`src/rtl/uart_vram_loader.sv`:
```
// ----------------------------------------------------------------------------
// uart_vram_loader
//   Receives framed packets over a UART 8N1 line and turns every payload byte
//   into a single-cycle write strobe on the CPU-side port of the charmap or
//   chardata RAM.
//   Packet: A5, CMD, ADDR_HI, ADDR_LO, LEN, DATA x N (LEN=0 -> 256), CSUM.
//   CSUM is the XOR of CMD, ADDR_HI, ADDR_LO, LEN and all DATA bytes.
//
// Ports
//   clk        system / memory clock
//   rst        synchronous active-high reset
//   ftdi_rx    asynchronous UART receive line, idle high
//   address    write address (memories use [9:0])
//   data_w     write data
//   charmap_we one-cycle write strobe for charmap (CMD 0x01)
//   chardat_we one-cycle write strobe for chardata (CMD 0x02)
//   busy       a packet is in progress
//   err        sticky error: framing, bad command, bad checksum or timeout;
//              cleared by the next accepted 0xA5 or by rst
// ----------------------------------------------------------------------------
module uart_vram_loader #(
    parameter int CLK_FREQ     = 50000000,
    parameter int BAUD         = 115200,
    parameter int TIMEOUT_BITS = 20
) (
    input  logic        clk,
    input  logic        rst,
    input  logic        ftdi_rx,
    output logic [15:0] address,
    output logic [7:0]  data_w,
    output logic        charmap_we,
    output logic        chardat_we,
    output logic        busy,
    output logic        err
);

    localparam int DIV    = CLK_FREQ / BAUD;
    localparam int HALF   = DIV / 2;
    localparam int CW     = $clog2(DIV);
    localparam int TO_CYC = TIMEOUT_BITS * DIV;
    localparam int TW     = $clog2(TO_CYC + 1);

    // ------------------------------------------------------------------
    // UART receiver
    // ------------------------------------------------------------------
    typedef enum logic [1:0] {RX_IDLE, RX_START, RX_DATA, RX_STOP} rx_state_t;

    rx_state_t       r_rx_state, w_rx_state_next;
    logic [1:0]      r_rx_sync;
    logic [CW-1:0]   r_rx_cnt, w_rx_cnt_next;
    logic [2:0]      r_rx_bitn, w_rx_bitn_next;
    logic [7:0]      r_rx_shift, w_rx_shift_next;
    logic            r_rx_valid, w_rx_valid_next;
    logic            r_frame_err, w_frame_err_next;
    logic            w_rx;

    assign w_rx = r_rx_sync[1];

    always_ff @(posedge clk) begin
        if (rst) begin
            r_rx_sync   <= 2'b11;
            r_rx_state  <= RX_IDLE;
            r_rx_cnt    <= '0;
            r_rx_bitn   <= '0;
            r_rx_shift  <= '0;
            r_rx_valid  <= 1'b0;
            r_frame_err <= 1'b0;
        end else begin
            r_rx_sync   <= {r_rx_sync[0], ftdi_rx};
            r_rx_state  <= w_rx_state_next;
            r_rx_cnt    <= w_rx_cnt_next;
            r_rx_bitn   <= w_rx_bitn_next;
            r_rx_shift  <= w_rx_shift_next;
            r_rx_valid  <= w_rx_valid_next;
            r_frame_err <= w_frame_err_next;
        end
    end

    always_comb begin
        w_rx_state_next  = r_rx_state;
        w_rx_cnt_next    = r_rx_cnt + CW'(1);
        w_rx_bitn_next   = r_rx_bitn;
        w_rx_shift_next  = r_rx_shift;
        w_rx_valid_next  = 1'b0;
        w_frame_err_next = 1'b0;
        case (r_rx_state)
            RX_IDLE: begin
                w_rx_cnt_next = '0;
                if (!w_rx) w_rx_state_next = RX_START;
            end
            RX_START: begin
                // Mid-start re-sample: a high line here was only a glitch.
                if (r_rx_cnt == CW'(HALF - 1)) begin
                    w_rx_cnt_next   = '0;
                    w_rx_bitn_next  = '0;
                    w_rx_state_next = w_rx ? RX_IDLE : RX_DATA;
                end
            end
            RX_DATA: begin
                if (r_rx_cnt == CW'(DIV - 1)) begin
                    w_rx_cnt_next   = '0;
                    w_rx_shift_next = {w_rx, r_rx_shift[7:1]};
                    w_rx_bitn_next  = r_rx_bitn + 3'd1;
                    if (r_rx_bitn == 3'd7) w_rx_state_next = RX_STOP;
                end
            end
            default: begin
                if (r_rx_cnt == CW'(DIV - 1)) begin
                    w_rx_state_next  = RX_IDLE;
                    w_rx_valid_next  = w_rx;
                    w_frame_err_next = !w_rx;
                end
            end
        endcase
    end

    // ------------------------------------------------------------------
    // Packet FSM and write port
    // ------------------------------------------------------------------
    typedef enum logic [2:0] {P_SYNC, P_CMD, P_AHI, P_ALO, P_LEN, P_DATA, P_CSUM} pk_state_t;

    pk_state_t     r_state, w_state_next;
    logic          r_sel, w_sel_next;          // 0 = charmap, 1 = chardata
    logic [15:0]   r_addr, w_addr_next;
    logic [8:0]    r_len, w_len_next;          // bytes still to write, 1..256
    logic [7:0]    r_csum, w_csum_next;
    logic [7:0]    r_data_w, w_data_next;
    logic          r_map_we, w_map_we_next;
    logic          r_dat_we, w_dat_we_next;
    logic          r_err, w_err_next;
    logic [TW-1:0] r_to_cnt;
    logic          w_timeout;

    assign w_timeout = (r_state != P_SYNC) && !r_rx_valid && (r_to_cnt == TW'(TO_CYC - 1));

    always_ff @(posedge clk) begin
        if (rst) begin
            r_state  <= P_SYNC;
            r_sel    <= 1'b0;
            r_addr   <= '0;
            r_len    <= '0;
            r_csum   <= '0;
            r_data_w <= '0;
            r_map_we <= 1'b0;
            r_dat_we <= 1'b0;
            r_err    <= 1'b0;
            r_to_cnt <= '0;
        end else begin
            r_state  <= w_state_next;
            r_sel    <= w_sel_next;
            r_addr   <= w_addr_next;
            r_len    <= w_len_next;
            r_csum   <= w_csum_next;
            r_data_w <= w_data_next;
            r_map_we <= w_map_we_next;
            r_dat_we <= w_dat_we_next;
            r_err    <= w_err_next;
            r_to_cnt <= (r_state == P_SYNC || r_rx_valid) ? '0 : r_to_cnt + TW'(1);
        end
    end

    always_comb begin
        w_state_next  = r_state;
        w_sel_next    = r_sel;
        w_addr_next   = r_addr;
        w_len_next    = r_len;
        w_csum_next   = r_csum;
        w_data_next   = r_data_w;
        w_map_we_next = 1'b0;
        w_dat_we_next = 1'b0;
        w_err_next    = r_err;

        // Address/count advance on the cycle after each strobe, so the
        // strobe cycle itself presents the target address.
        if (r_map_we || r_dat_we) begin
            w_addr_next = r_addr + 16'd1;
            w_len_next  = r_len - 9'd1;
        end

        if (r_rx_valid) begin
            case (r_state)
                P_SYNC: begin
                    if (r_rx_shift == 8'hA5) begin
                        w_state_next = P_CMD;
                        w_err_next   = 1'b0;
                        w_csum_next  = '0;
                    end
                end
                P_CMD: begin
                    w_csum_next = r_csum ^ r_rx_shift;
                    if (r_rx_shift == 8'h01 || r_rx_shift == 8'h02) begin
                        w_sel_next   = r_rx_shift[1];
                        w_state_next = P_AHI;
                    end else begin
                        w_err_next   = 1'b1;
                        w_state_next = P_SYNC;
                    end
                end
                P_AHI: begin
                    w_csum_next       = r_csum ^ r_rx_shift;
                    w_addr_next[15:8] = r_rx_shift;
                    w_state_next      = P_ALO;
                end
                P_ALO: begin
                    w_csum_next      = r_csum ^ r_rx_shift;
                    w_addr_next[7:0] = r_rx_shift;
                    w_state_next     = P_LEN;
                end
                P_LEN: begin
                    w_csum_next  = r_csum ^ r_rx_shift;
                    w_len_next   = (r_rx_shift == 8'h00) ? 9'd256 : {1'b0, r_rx_shift};
                    w_state_next = P_DATA;
                end
                P_DATA: begin
                    w_csum_next   = r_csum ^ r_rx_shift;
                    w_data_next   = r_rx_shift;
                    w_map_we_next = !r_sel;
                    w_dat_we_next = r_sel;
                    if (r_len == 9'd1) w_state_next = P_CSUM;
                end
                default: begin
                    if (r_rx_shift != r_csum) w_err_next = 1'b1;
                    w_state_next = P_SYNC;
                end
            endcase
        end

        if (r_frame_err || w_timeout) begin
            w_state_next = P_SYNC;
            w_err_next   = 1'b1;
        end
    end

    assign address    = r_addr;
    assign data_w     = r_data_w;
    assign charmap_we = r_map_we;
    assign chardat_we = r_dat_we;
    assign busy       = (r_state != P_SYNC);
    assign err        = r_err;

endmodule

```
`config.mk`:
```
export PLATFORM = sky130hd
export DESIGN_NAME = uart_vram_loader
export DESIGN_NICKNAME = d
export VERILOG_FILES = /design/src/rtl/uart_vram_loader.sv
export SDC_FILE = /design/constraint.sdc
export NUM_CORES = 1
export LEC_CHECK = 0
export CAP_MARGIN = 25
export CORE_MARGIN = 5
export CORE_UTILIZATION = 35
export CTS_BUF_LIST = sky130_fd_sc_hd__clkbuf_4
export DETAILED_ROUTE_END_ITERATION = 10
export GPL_ROUTABILITY_DRIVEN = 0
export PLACE_DENSITY_LB_ADDON = 0.1
export SETUP_SLACK_MARGIN = 0.02
export SYNTH_ARGS = -nofsm -noshare
export SYNTH_HDL_FRONTEND = slang
export SYNTH_SLANG_ARGS = --single-unit
```
`constraint.sdc`:
```
create_clock -name clk -period 2.3 [get_ports clk]
set_input_delay 0.23 -clock clk [delete_from_list [all_inputs] [get_ports clk]]
set_output_delay 0.23 -clock clk [all_outputs]
set_load 0.01 [all_outputs]
```
==> Word level (Yosys, flattened, before mapping) <==
Cells that the tools add are included.
{ "totals": {"output_inout_bits": 28, "reg_bits": 88} }
{ "op_classes": {"n_bitwise": 4, "eq_ne": 25, "n_reduce_logical": 32, "muxes": 33, "add_sub_neg": 5} }
{ "op_table": {"columns": ["operator", "count"], "rows": [
  ["two-way mux 9 bit", 6],
  ["two-way mux 16 bit", 2],
  ["one-hot mux 9 bit (3 select lines)", 1],
  ["two-way mux 8 bit", 3],
  ["one-hot mux 3 bit (6 select lines)", 1],
  ["adder 16 x 1 -> 16 bit, second input constant", 1],
  ["one-hot mux 8 bit (2 select lines)", 1],
  ["adder 14 x 1 -> 14 bit, second input constant", 1],
  ["equality test 14 bit, second input constant", 1],
  ["two-way mux 2 bit", 7],
  ["two-way mux 3 bit", 4],
  ["AND reduction 3 bit", 4],
  ["inequality test 2 bit, second input constant", 5],
  ["AND reduction 5 bit", 2],
  ["OR reduction 5 bit", 2],
  ["adder 9 x 1 -> 9 bit, second input constant", 1],
  ["equality test 3 bit, second input constant", 3],
  ["equality test 9 x 1 -> 1 bit, second input constant", 1],
  ["equality test 9 x 8 -> 1 bit, second input constant", 1],
  ["equality test 9 bit, second input constant", 1],
  ["subtractor 9 x 1 -> 9 bit, second input constant", 1],
  ["equality test 8 x 1 -> 1 bit, second input constant", 1],
  ["equality test 8 x 2 -> 1 bit, second input constant", 1],
  ["equality test 8 bit, second input constant", 1],
  ["28 further kinds", 47]
]} }

==> Logic depth before layout (Yosys ltp) <==
Gate-level depths: netlist of the first run.
{ "depth": {"ltp_word": 6, "depth_mapped": 8, "ltp_nobuf": 7} }

==> Worst setup path before layout of the first run <==
Ideal clock, no wire load.
{ "synth_timing": {"path_type": "register to register", "start": "reg r_dat_we, in the netlist chardat_we", "end": "reg r_len[7]", "synth_period_minus_slack_ns": 1.927, "required_time_ns": 2.221, "t_arrival_ns": 1.847, "stages_incl_launch_ff": 6, "setup_time_ns": 0.079, "path_slack_ns": 0.373, "cell_sequence": "dfxtp_1 > nor2_2 > or4_4 > or4b_1 > xor2_1 > a211oi_2"} }
{ "synth_between": {"elab_chain_len": 4} }
{ "synth_rtl": {"columns": ["item", "line_no", "text"], "rows": [
  ["start: declaration", "129", "logic r_dat_we, w_dat_we_next;"],
  ["start signal: assignment", "156", "r_dat_we <= w_dat_we_next;"],
  ["logical OR 1 bit (*)", "175", "if (r_map_we || r_dat_we) begin"],
  ["two-way mux 9 bit (*)", "175", null],
  ["two-way mux 9 bit", "181", "case (r_state)"],
  ["two-way mux 9 bit (*)", "180", "if (r_rx_valid) begin"],
  ["end signal: assignment", "152", "r_len <= w_len_next;"],
  ["end: declaration", "125", "logic [8:0] r_len, w_len_next;"]
]} }
Every way passes the cells marked *; elsewhere a longest branch is shown, timed or not.
A chain may end at the register's enable or synchronous reset.

==> Final worst setup path of the first run <==
{ "layout_timing": {"start": "reg r_state[0]", "end": "out busy"} }
{ "layout_between": {"elab_chain_len": 1} }
{ "layout_rtl": {"columns": ["item", "line_no", "text"], "rows": [
  ["start: declaration", "122", "pk_state_t r_state, w_state_next;"],
  ["start signal: assignment", "149", "r_state <= w_state_next;"],
  ["nonzero test 3 bit", "238", "assign busy = (r_state != P_SYNC);"],
  ["end: declaration", "33", "output logic busy,"]
]} }
Every way passes these cells.

==> results.sh, run 1 <==
export IMPL_outcome="completed"
export IMPL_syn_nets=509
export IMPL_port_buffer_count=30
export IMPL_worst_pin_slew_ps=608.0
export IMPL_setup_viol=0
export IMPL_synth_seq_area_share=0.4231
export IMPL_hold_violations=0
export IMPL_grt_util_all_layers=0.1457
export IMPL_drt_total_wl_mm=9.808
export IMPL_antenna_found_initial=0
export IMPL_syn_to_final_growth_pct=14.15
export IMPL_grt_max_degree=50
export IMPL_fin_worst_skew_ps=18.42
export IMPL_cts_buffers=9
export IMPL_path_buf_inv=2
export IMPL_synth_distinct_cells=45
export IMPL_num_antenna_cells=0
export IMPL_slew_viol_final=0
export IMPL_path_max_fanout=10
export IMPL_start_kind="flip-flop"
export IMPL_routedWlPerCell_um=14.60
export IMPL_fin_tns_setup_ps=0
export IMPL_rows=39
export IMPL_dieArea_sq_um=14180
export IMPL_maxSlewHeadroom=0.5904
export IMPL_synth_common_cells="dfxtp_1 (88), nor2_1 (76), nand2_1 (50)"
export IMPL_nets=539
export IMPL_cap_violations=0
export IMPL_cts_setup_buffers=0
export IMPL_vias=3436
export IMPL_required_ps=2070
export IMPL_p_leak_uw=0.001685
export IMPL_synth_area_leaders="dfxtp_1 (42%), nor2_1 (6.9%), xnor2_1 (5.5%), xor2_1 (5.0%), nand2_1 (4.5%)"
export IMPL_holdBufCountCts=0
export IMPL_synth_most_common_cell="dfxtp_1"
export IMPL_cts_sinks=88
export IMPL_core_area_sq_um=11520
export IMPL_async_flop_share=0
export IMPL_grt_setup_unrepaired="false"
export IMPL_crit_slowest_cell="clkdlybuf4s50_1"
export IMPL_dp_hpwl_mm=6.830
export IMPL_clock_tree_buffer_depth=2
export IMPL_cp_arrival_ps=1820
export IMPL_initialDrtViolationCount=192
export IMPL_worstSetupEndpointType="output pin"
export IMPL_route_met3_wl_um=362
export IMPL_highest_layer="met4"
export IMPL_timing_final_crit_share=0.8917
export IMPL_io_pins=31
export IMPL_final_cells=672
export IMPL_initial_utilization=0.3616
export IMPL_hold_class="input port to flip-flop"
export IMPL_ant_nets=0
export IMPL_ys_ff_latch=88
export IMPL_synth_top_area_cell="dfxtp_1"
export IMPL_cellPowerDensity_nw_per_um2=485.5
export IMPL_min_period_ps=2051
export IMPL_syn_area_sq_um=4164
export IMPL_met1_length_mm=4.946
export IMPL_die_y_um=119.1
export IMPL_cts_tree="yes"
export IMPL_fmax_mhz=487.6
export IMPL_r2r_cells=5
export IMPL_clkLatencyLatePin_ps=450
export IMPL_dp_cells=657
export IMPL_crit_chain="nor3_1 > inv_1 > clkdlybuf4s50_1"
export IMPL_path_clk_slew_ps=120
export IMPL_route_met2_wl_mm=4.388
export IMPL_syn_avg_cell_area_sq_um=8.412
export IMPL_path_delay_family="buffers and inverters"
export IMPL_die_x_um=119.1
export IMPL_synth_cells=495
export IMPL_path_depth=3
export IMPL_ctsResizeCount=0
export IMPL_cts_root_buf="clkbuf_4"
export IMPL_synth_warnings=0
export IMPL_path_class="flip-flop to output pin"
export IMPL_firstDrtPassIters=4
export IMPL_drc=0
export IMPL_yosysTopAreaCellShare=0.4231
export IMPL_synth_edff_count=0
export IMPL_cts_htree_levels=3
export IMPL_grt_pass1_wl_mm=16.70
export IMPL_gr_total_overflow=0
export IMPL_grt_pass1_vias=3269
export IMPL_synth_flop_cell="dfxtp_1"
export IMPL_hold_depth=2
export IMPL_via_per_inst=5.113
export IMPL_drive_gt1_frac=0.06616
export IMPL_ir_drop_mv=0.3134
export IMPL_slowest_delay_ps=530
logic make-up (layout without fill, tap and decap cells):
family | count (synthesis) | in the layout | share of synthesized area
compound gates | 76 | 76 | 0.1163
xor+xnor | 50 | 50 | 0.1052
fa+ha+maj | 11 | 11 | 0.03305
buf+inv | 37 | 71 | 0.03365
flops | 88 | 88 | 0.4231
mux | 11 | 11 | 0.02644
simple gates | 222 | 222 | 0.2623
per-stage QoR:
step / setup WS [ps] / instance area (sq um) / total power [uW] / hold WS, ps / util
2_1_floorplan: 373.4 / 4164 / 1587 / 333.8 / -
3_3_place_gp: 375.9 / 4648 / 1597 / 392.2 / 0.4036
3_5_place_dp: 325.9 / 4648 / 1597 / 397.9 / 0.4036
4_1_cts: 209.5 / 4753 / 2360 / 116.0 / 0.4128
5_1_grt: 92.26 / 4753 / 2429 / 109.9 / 0.4128
6_report: 249.1 / 4753 / 2308 / 151.4 / 0.4128
report_power, final:
part           internal (uW)  switching, uW
combinational           8.19           23.6
sequential              1530           3.61
clock                    260            485
total                   1800            512
metal layers:
layer,up-vias,global-route usage
met3,9,0.04076
met5,-,0
li1,1774,-
met2,43,0.2247
met4,0,0.04996
met1,1610,0.1960
worst register-to-register path, stage by stage (launching register included):
cell and delay (ps):
dfxtp_1 460, nor2_2 120, or4_4 450, or4b_1 530, xor2_1 160, a211oi_2 200
cells in the final DEF (no fill, tap or decap), drive strengths merged, types with 3 or more instances in the layout:
cell / synthesis / layout
a211oi: 21 / 21
a21oi: 30 / 30
and3: 5 / 5
and4: 3 / 3
buf: 1 / 15
clkbuf: 24 / 13
clkdlybuf4s50: 0 / 29
dfxtp: 88 / 88
ha: 11 / 11
inv: 12 / 12
mux2i: 11 / 11
nand2: 50 / 50
nand2b: 6 / 6
nand3: 21 / 21
nand3b: 10 / 10
nand4: 8 / 8
nor2: 77 / 77
nor2b: 3 / 3
nor3: 11 / 11
nor3b: 3 / 3
nor4: 5 / 5
nor4b: 4 / 4
o211ai: 6 / 6
o21ai: 12 / 12
or2: 3 / 3
or3: 5 / 5
xnor2: 26 / 26
xor2: 24 / 24
registers in the layout (all words and copies together) (netlist names), 2 cells and up:
signal / count
address: 16
data_w: 8
r_csum: 8
r_len: 9
r_rx_bitn: 3
r_rx_cnt: 9
r_rx_shift: 8
r_rx_state: 2
r_rx_sync: 2
r_state: 3
r_to_cnt: 14
layout make-up:
type | instances | area, sq um
clock buffer | 13 | 97.59
clock inverter | 2 | 7.507
fill | 1194 | 6763
inverter | 12 | 45.04
multi-input combinational | 370 | 2262
sequential | 88 | 1762
tap | 143 | 178.9
timing repair buffer | 44 | 400.4
path summary, 6_finish.rpt:
kind                              startpoint       endpoint  slack, ps
worst min-delay path                     rst  r_rx_shift[7]        150
worst max register to register    chardat_we       r_len[7]        300
worst max-delay path              r_state[0]           busy        250
worst min register to register  r_rx_sync[0]   r_rx_sync[1]        420
No activity file was read; power rests on OpenSTA's default activity.
==> run 2: changes to the inputs <==
- ABC_CLOCK_PERIOD_IN_PS: unset -> 1700
- CORE_UTILIZATION: 35 -> 55
- clock period: 2.3 -> 1.7 ns (I/O delays scaled with it)
==> results.sh, run 2 (synthesis gave the netlist of run 1 again) <==
export IMPL_drt_total_wl_mm=9.430
export IMPL_hold_class="input port to flip-flop"
export IMPL_p_leak_uw=0.001987
export IMPL_routedWlPerCell_um=14.10
export IMPL_slowest_delay_ps=530
export IMPL_cts_tree="yes"
export IMPL_grt_util_all_layers=0.2024
export IMPL_seq_power_share=0.634
export IMPL_drc=0
export IMPL_p_int_uw=2538
export IMPL_setup_viol=1
export IMPL_fin_util=0.7061
export IMPL_slew_viol_final=0
export IMPL_r2r_end="r_len[7]"
export IMPL_ant_nets=0
export IMPL_crit_chain="or4_4 > or4b_4 > xor2_1 > a211oi_2"
export IMPL_io_pins=31
export IMPL_dpl_worst_slack_ps=-110.1
export IMPL_grt_setup_unrepaired="true"
export IMPL_fillers=578
export IMPL_vias=3674
export IMPL_grt_pass1_vias=3497
export IMPL_path_delay_family="simple AND/OR/NAND/NOR gates"
export IMPL_via_per_inst=5.492
export IMPL_cts_sinks=88
export IMPL_die_x_um=97.01
export IMPL_path_class="flip-flop to flip-flop"
export IMPL_cp_startpoint="r_len[0]"
export IMPL_port_buffer_count=30
export IMPL_cap_violations=0
export IMPL_layout_setup_ws_ps=-75.10
export IMPL_clkLatencyLatePin_ps=420
export IMPL_grt_max_degree=42
export IMPL_path_clk_slew_ps=130
export IMPL_path_max_fanout=2
export IMPL_cts_buffers=9
export IMPL_p_sw_uw=722.2
export IMPL_num_antenna_cells=0
export IMPL_layout_commonest_cell="nor2_1"
export IMPL_dp_hpwl_mm=6.773
export IMPL_timing_final_crit_share=1.044
export IMPL_syn_to_final_growth_pct=24.31
export IMPL_start_kind="flip-flop"
export IMPL_postPlaceCellArea_sq_um=4911
export IMPL_dieArea_sq_um=9411
export IMPL_fin_worst_skew_ps=14.50
export IMPL_rows=31
export IMPL_firstDrtPassIters=4
export IMPL_die_y_um=97.01
export IMPL_core_area_sq_um=7331
export IMPL_switching_share=0.2215
export IMPL_cts_htree_levels=3
export IMPL_largest_register_ffs=16
export IMPL_clock_tree_buffer_depth=2
export IMPL_cellPowerDensity_nw_per_um2=629.8
export IMPL_cp_arrival_ps=2130
export IMPL_outcome="finished with violations"
export IMPL_path_buf_inv=0
export IMPL_reg2reg_from="r_len[0]"
export IMPL_worst_pin_slew_ps=519.2
export IMPL_cts_root_buf="clkbuf_4"
export IMPL_maxSlewHeadroom=0.6523
export IMPL_design_area_sq_um=5176
export IMPL_final_seq_area_sq_um=1788
export IMPL_multiInputGateArea_sq_um=2359
export IMPL_nets=580
export IMPL_worstSetupEndpointType="flip-flop"
export IMPL_cts_setup_buffers=0
export IMPL_r2r_setup_slack_ps=-80
export IMPL_violations="negative setup slack"
export IMPL_r2r_cells=4
export IMPL_gr_total_overflow=0
export IMPL_hold_violations=0
export IMPL_ir_drop_mv=0.4453
export IMPL_p_comb_frac=0.016
export IMPL_fmax_mhz=563.3
export IMPL_path_depth=4
export IMPL_grt_pass1_wl_mm=16.09
export IMPL_power_share_clock=0.350
export IMPL_initialDrtViolationCount=118
export IMPL_crit_end="r_len[7]"
export IMPL_crit_slowest_cell="or4_4"
export IMPL_initial_utilization=0.5680
export IMPL_final_cell_mix="nor2_1 (75), dfxtp_1 (71), nand2_1 (50), buf_4 (50), a21oi_1 (29)"
export IMPL_antenna_found_initial=0
export IMPL_required_ps=2060
export IMPL_min_period_ps=1775
export IMPL_drive_gt1_frac=0.1947
==> run 2: what timing repair did <==
item,CTS,global route
hold buffers,1,0
resized for setup,10,32
gates cloned,0,1
hold endpoints to repair,3,0
endpoints found under the setup margin,22,42
pin swaps,4,8
==> run 2: worst min-delay path by stage <==
stage,startpoint,end,slack (ps),cells past startpoint
floorplan,ftdi_rx,r_rx_sync[0],270,1
detailed placement,r_rx_sync[0],r_rx_sync[1],400,1
finish,ftdi_rx,r_rx_sync[0],310,2
global route,ftdi_rx,r_rx_sync[0],270,2
global placement,r_rx_sync[0],r_rx_sync[1],400,1
CTS,ftdi_rx,r_rx_sync[0],280,2
==> run 2: through the flow <==
step	std cells	hold slack [ps]	setup TNS, ps	power, uW
2_1_floorplan	495	273.8	-110.3	2144
3_5_place_dp	652	403.7	-141.2	2159
4_1_cts	668	279.4	-101.7	3295
6_report	669	306.2	-75.10	3260
5_1_grt	669	265.6	-289.0	3401
3_3_place_gp	652	402.3	-73.90	2159
==> run 2: final cells by class <==
type / count / share of cell area
Clock buffer: 10 / 0.01450
Clock inverter: 5 / 0.01136
Inverter: 12 / 0.008702
Multi-Input combinational cell: 371 / 0.4556
Sequential cell: 88 / 0.3454
Tap cell: 99 / 0.02393
Timing Repair Buffer: 84 / 0.1404
==> run 2: layer usage <==
metal | routed length, um | GRT usage | share of wire
met1 | 4582 | 0.2661 | 0.49
met5 | 0 | 0 | 0
met4 | 72 | 0.04860 | 0.0076
met2 | 4472 | 0.3296 | 0.47
met3 | 303 | 0.05612 | 0.032
==> run 2: worst register-to-register path: stages, from the launching register on <==
cell and delay [ps]:
dfxtp_2 340, or4_4 530, or4b_4 530, xor2_1 160
a211oi_2 160
==> run 2: power by group through the flow <==
stage                     sequential (uW)  clock [uW]  combinational (uW)
final                                2070        1140                51.0
after floorplan                      2110           0                31.3
after CTS                            2070        1180                49.2
after global routing                 2070        1280                56.6
after detailed placement             2110           0                46.6
after global placement               2110           0                46.0
==> run 3: changes to the inputs <==
- SETUP_SLACK_MARGIN: 0.02 -> unset
==> results.sh, run 3 (synthesis gave the netlist of run 1 again) <==
export IMPL_path_buf_inv=0
export IMPL_r2r_end="r_len[7]"
export IMPL_dp_hpwl_mm=6.801
export IMPL_hold_violations=0
export IMPL_outcome="finished with violations"
export IMPL_grt_pass1_wl_mm=15.97
export IMPL_cts_root_buf="clkbuf_4"
export IMPL_nets=580
export IMPL_cp_startpoint="r_len[0]"
export IMPL_reg2reg_from="r_len[0]"
export IMPL_required_ps=2070
export IMPL_grt_setup_unrepaired="true"
export IMPL_firstDrtPassIters=4
export IMPL_antenna_found_initial=0
export IMPL_p_leak_uw=0.001937
export IMPL_timing_final_crit_share=1.059
export IMPL_core_area_sq_um=7331
export IMPL_worst_pin_slew_ps=466.3
export IMPL_final_cell_mix="dfxtp_1 (79), nor2_1 (76), buf_4 (55), nand2_1 (50), a21oi_1 (29)"
export IMPL_cap_violations=0
export IMPL_final_seq_area_sq_um=1778
export IMPL_cts_sinks=88
export IMPL_hold_depth=3
export IMPL_crit_chain="or4_4 > or4b_1 > xor2_1 > a211oi_2"
export IMPL_path_clk_slew_ps=150
export IMPL_min_delay_start="rst"
export IMPL_gr_total_overflow=0
export IMPL_cts_htree_levels=3
export IMPL_dpl_worst_slack_ps=-112.6
export IMPL_postPlaceCellArea_sq_um=4906
export IMPL_rows=31
export IMPL_cp_arrival_ps=2170
export IMPL_die_y_um=97.01
export IMPL_layout_setup_ws_ps=-101.0
export IMPL_hold_class="input port to flip-flop"
export IMPL_cts_buffers=9
export IMPL_whs_ps=129.7
export IMPL_routedWlPerCell_um=13.94
export IMPL_slowest_delay_ps=530
export IMPL_largest_register_ffs=16
export IMPL_drt_total_wl_mm=9.343
export IMPL_vias=3639
export IMPL_path_delay_family="simple AND/OR/NAND/NOR gates"
export IMPL_path_class="flip-flop to flip-flop"
export IMPL_cellPowerDensity_nw_per_um2=629.8
export IMPL_fmax_mhz=555.2
export IMPL_crit_slowest_cell="or4_4"
export IMPL_holdBufCountCts=0
export IMPL_start_kind="flip-flop"
export IMPL_die_x_um=97.01
export IMPL_layout_commonest_cell="dfxtp_1"
export IMPL_path_max_fanout=2
export IMPL_drc=0
export IMPL_fin_worst_skew_ps=15.77
export IMPL_ant_nets=0
export IMPL_fillers=616
export IMPL_grt_max_degree=40
export IMPL_multiInputGateArea_sq_um=2331
export IMPL_syn_to_final_growth_pct=22.78
export IMPL_grt_pass1_vias=3526
export IMPL_drive_gt1_frac=0.1821
export IMPL_r2r_setup_slack_ps=-100
export IMPL_grt_util_all_layers=0.2014
export IMPL_hold_end="r_rx_cnt[1]"
export IMPL_initial_utilization=0.5680
export IMPL_io_pins=31
export IMPL_port_buffer_count=30
export IMPL_r2r_cells=4
export IMPL_maxSlewHeadroom=0.6891
export IMPL_clkLatencyLatePin_ps=440
export IMPL_ir_drop_mv=0.5725
export IMPL_initialDrtViolationCount=164
export IMPL_setup_viol=1
export IMPL_num_antenna_cells=0
export IMPL_worstSetupEndpointType="flip-flop"
export IMPL_via_per_inst=5.431
export IMPL_design_area_sq_um=5112
export IMPL_dieArea_sq_um=9411
export IMPL_clock_tree_buffer_depth=2
export IMPL_slew_viol_final=0
export IMPL_min_period_ps=1801
export IMPL_violations="negative setup slack"
export IMPL_cts_tree="yes"
[run 3: tightest hold or removal path: stages]
cell,delay [ps]
buf_2,140
or3_4,190
nor2_1,50
[run 3: area by class of cell]
cell class	instances	share of cell area
multi-input cells	370	0.4559
flip-flops and latches	88	0.3478
repair buffers	85	0.1383
well taps	99	0.02423
clock buffers	9	0.01322
clock inverters	7	0.01175
inverters	12	0.008811
[run 3: layer usage]
metal,routed length [um],vias up,track usage
met5,0,-,0
met3,348,10,0.05108
met4,82,0,0.04536
met2,4341,54,0.3232
met1,4571,1713,0.2729
li1,-,1862,-
[run 3: stage by stage]
stage	power [uW]	setup TNS, ps	utilization	cells
finish	3220	-101.0	0.6974	670
global route	3360	-337.5	0.6974	670
CTS	3252	-140.5	0.6885	669
detailed placement	2159	-122.5	0.6692	653
global placement	2159	-73.84	0.6692	653
floorplan	2144	-110.3	-	495
[run 3: worst max-delay path by stage]
stage / end / slack [ps] / cells past startpoint
final: r_len[7] / -100 / 4
after global routing: r_len[7] / -150 / 4
after CTS: r_len[7] / -120 / 4
after detailed placement: r_len[7] / -110 / 4
after global placement: r_len[7] / -70 / 4
after floorplan: r_len[7] / -110 / 5
[run 3: repair_timing]
item | 4_1_cts | 5_1_grt
setup endpoints to repair | 9 | 35
pin swaps | 3 | 5
buffers inserted | 0 | 1
gates resized for setup | 8 | 17
endpoints found under the hold margin | 0 | 0
[run 3: where the power goes]
group | switching (uW) | total, uW | internal [uW]
clock network | 770 | 1110 | 335
registers | 3.72 | 2070 | 2060
logic | 32.6 | 47.0 | 14.4
total | 806 | 3220 | 2410
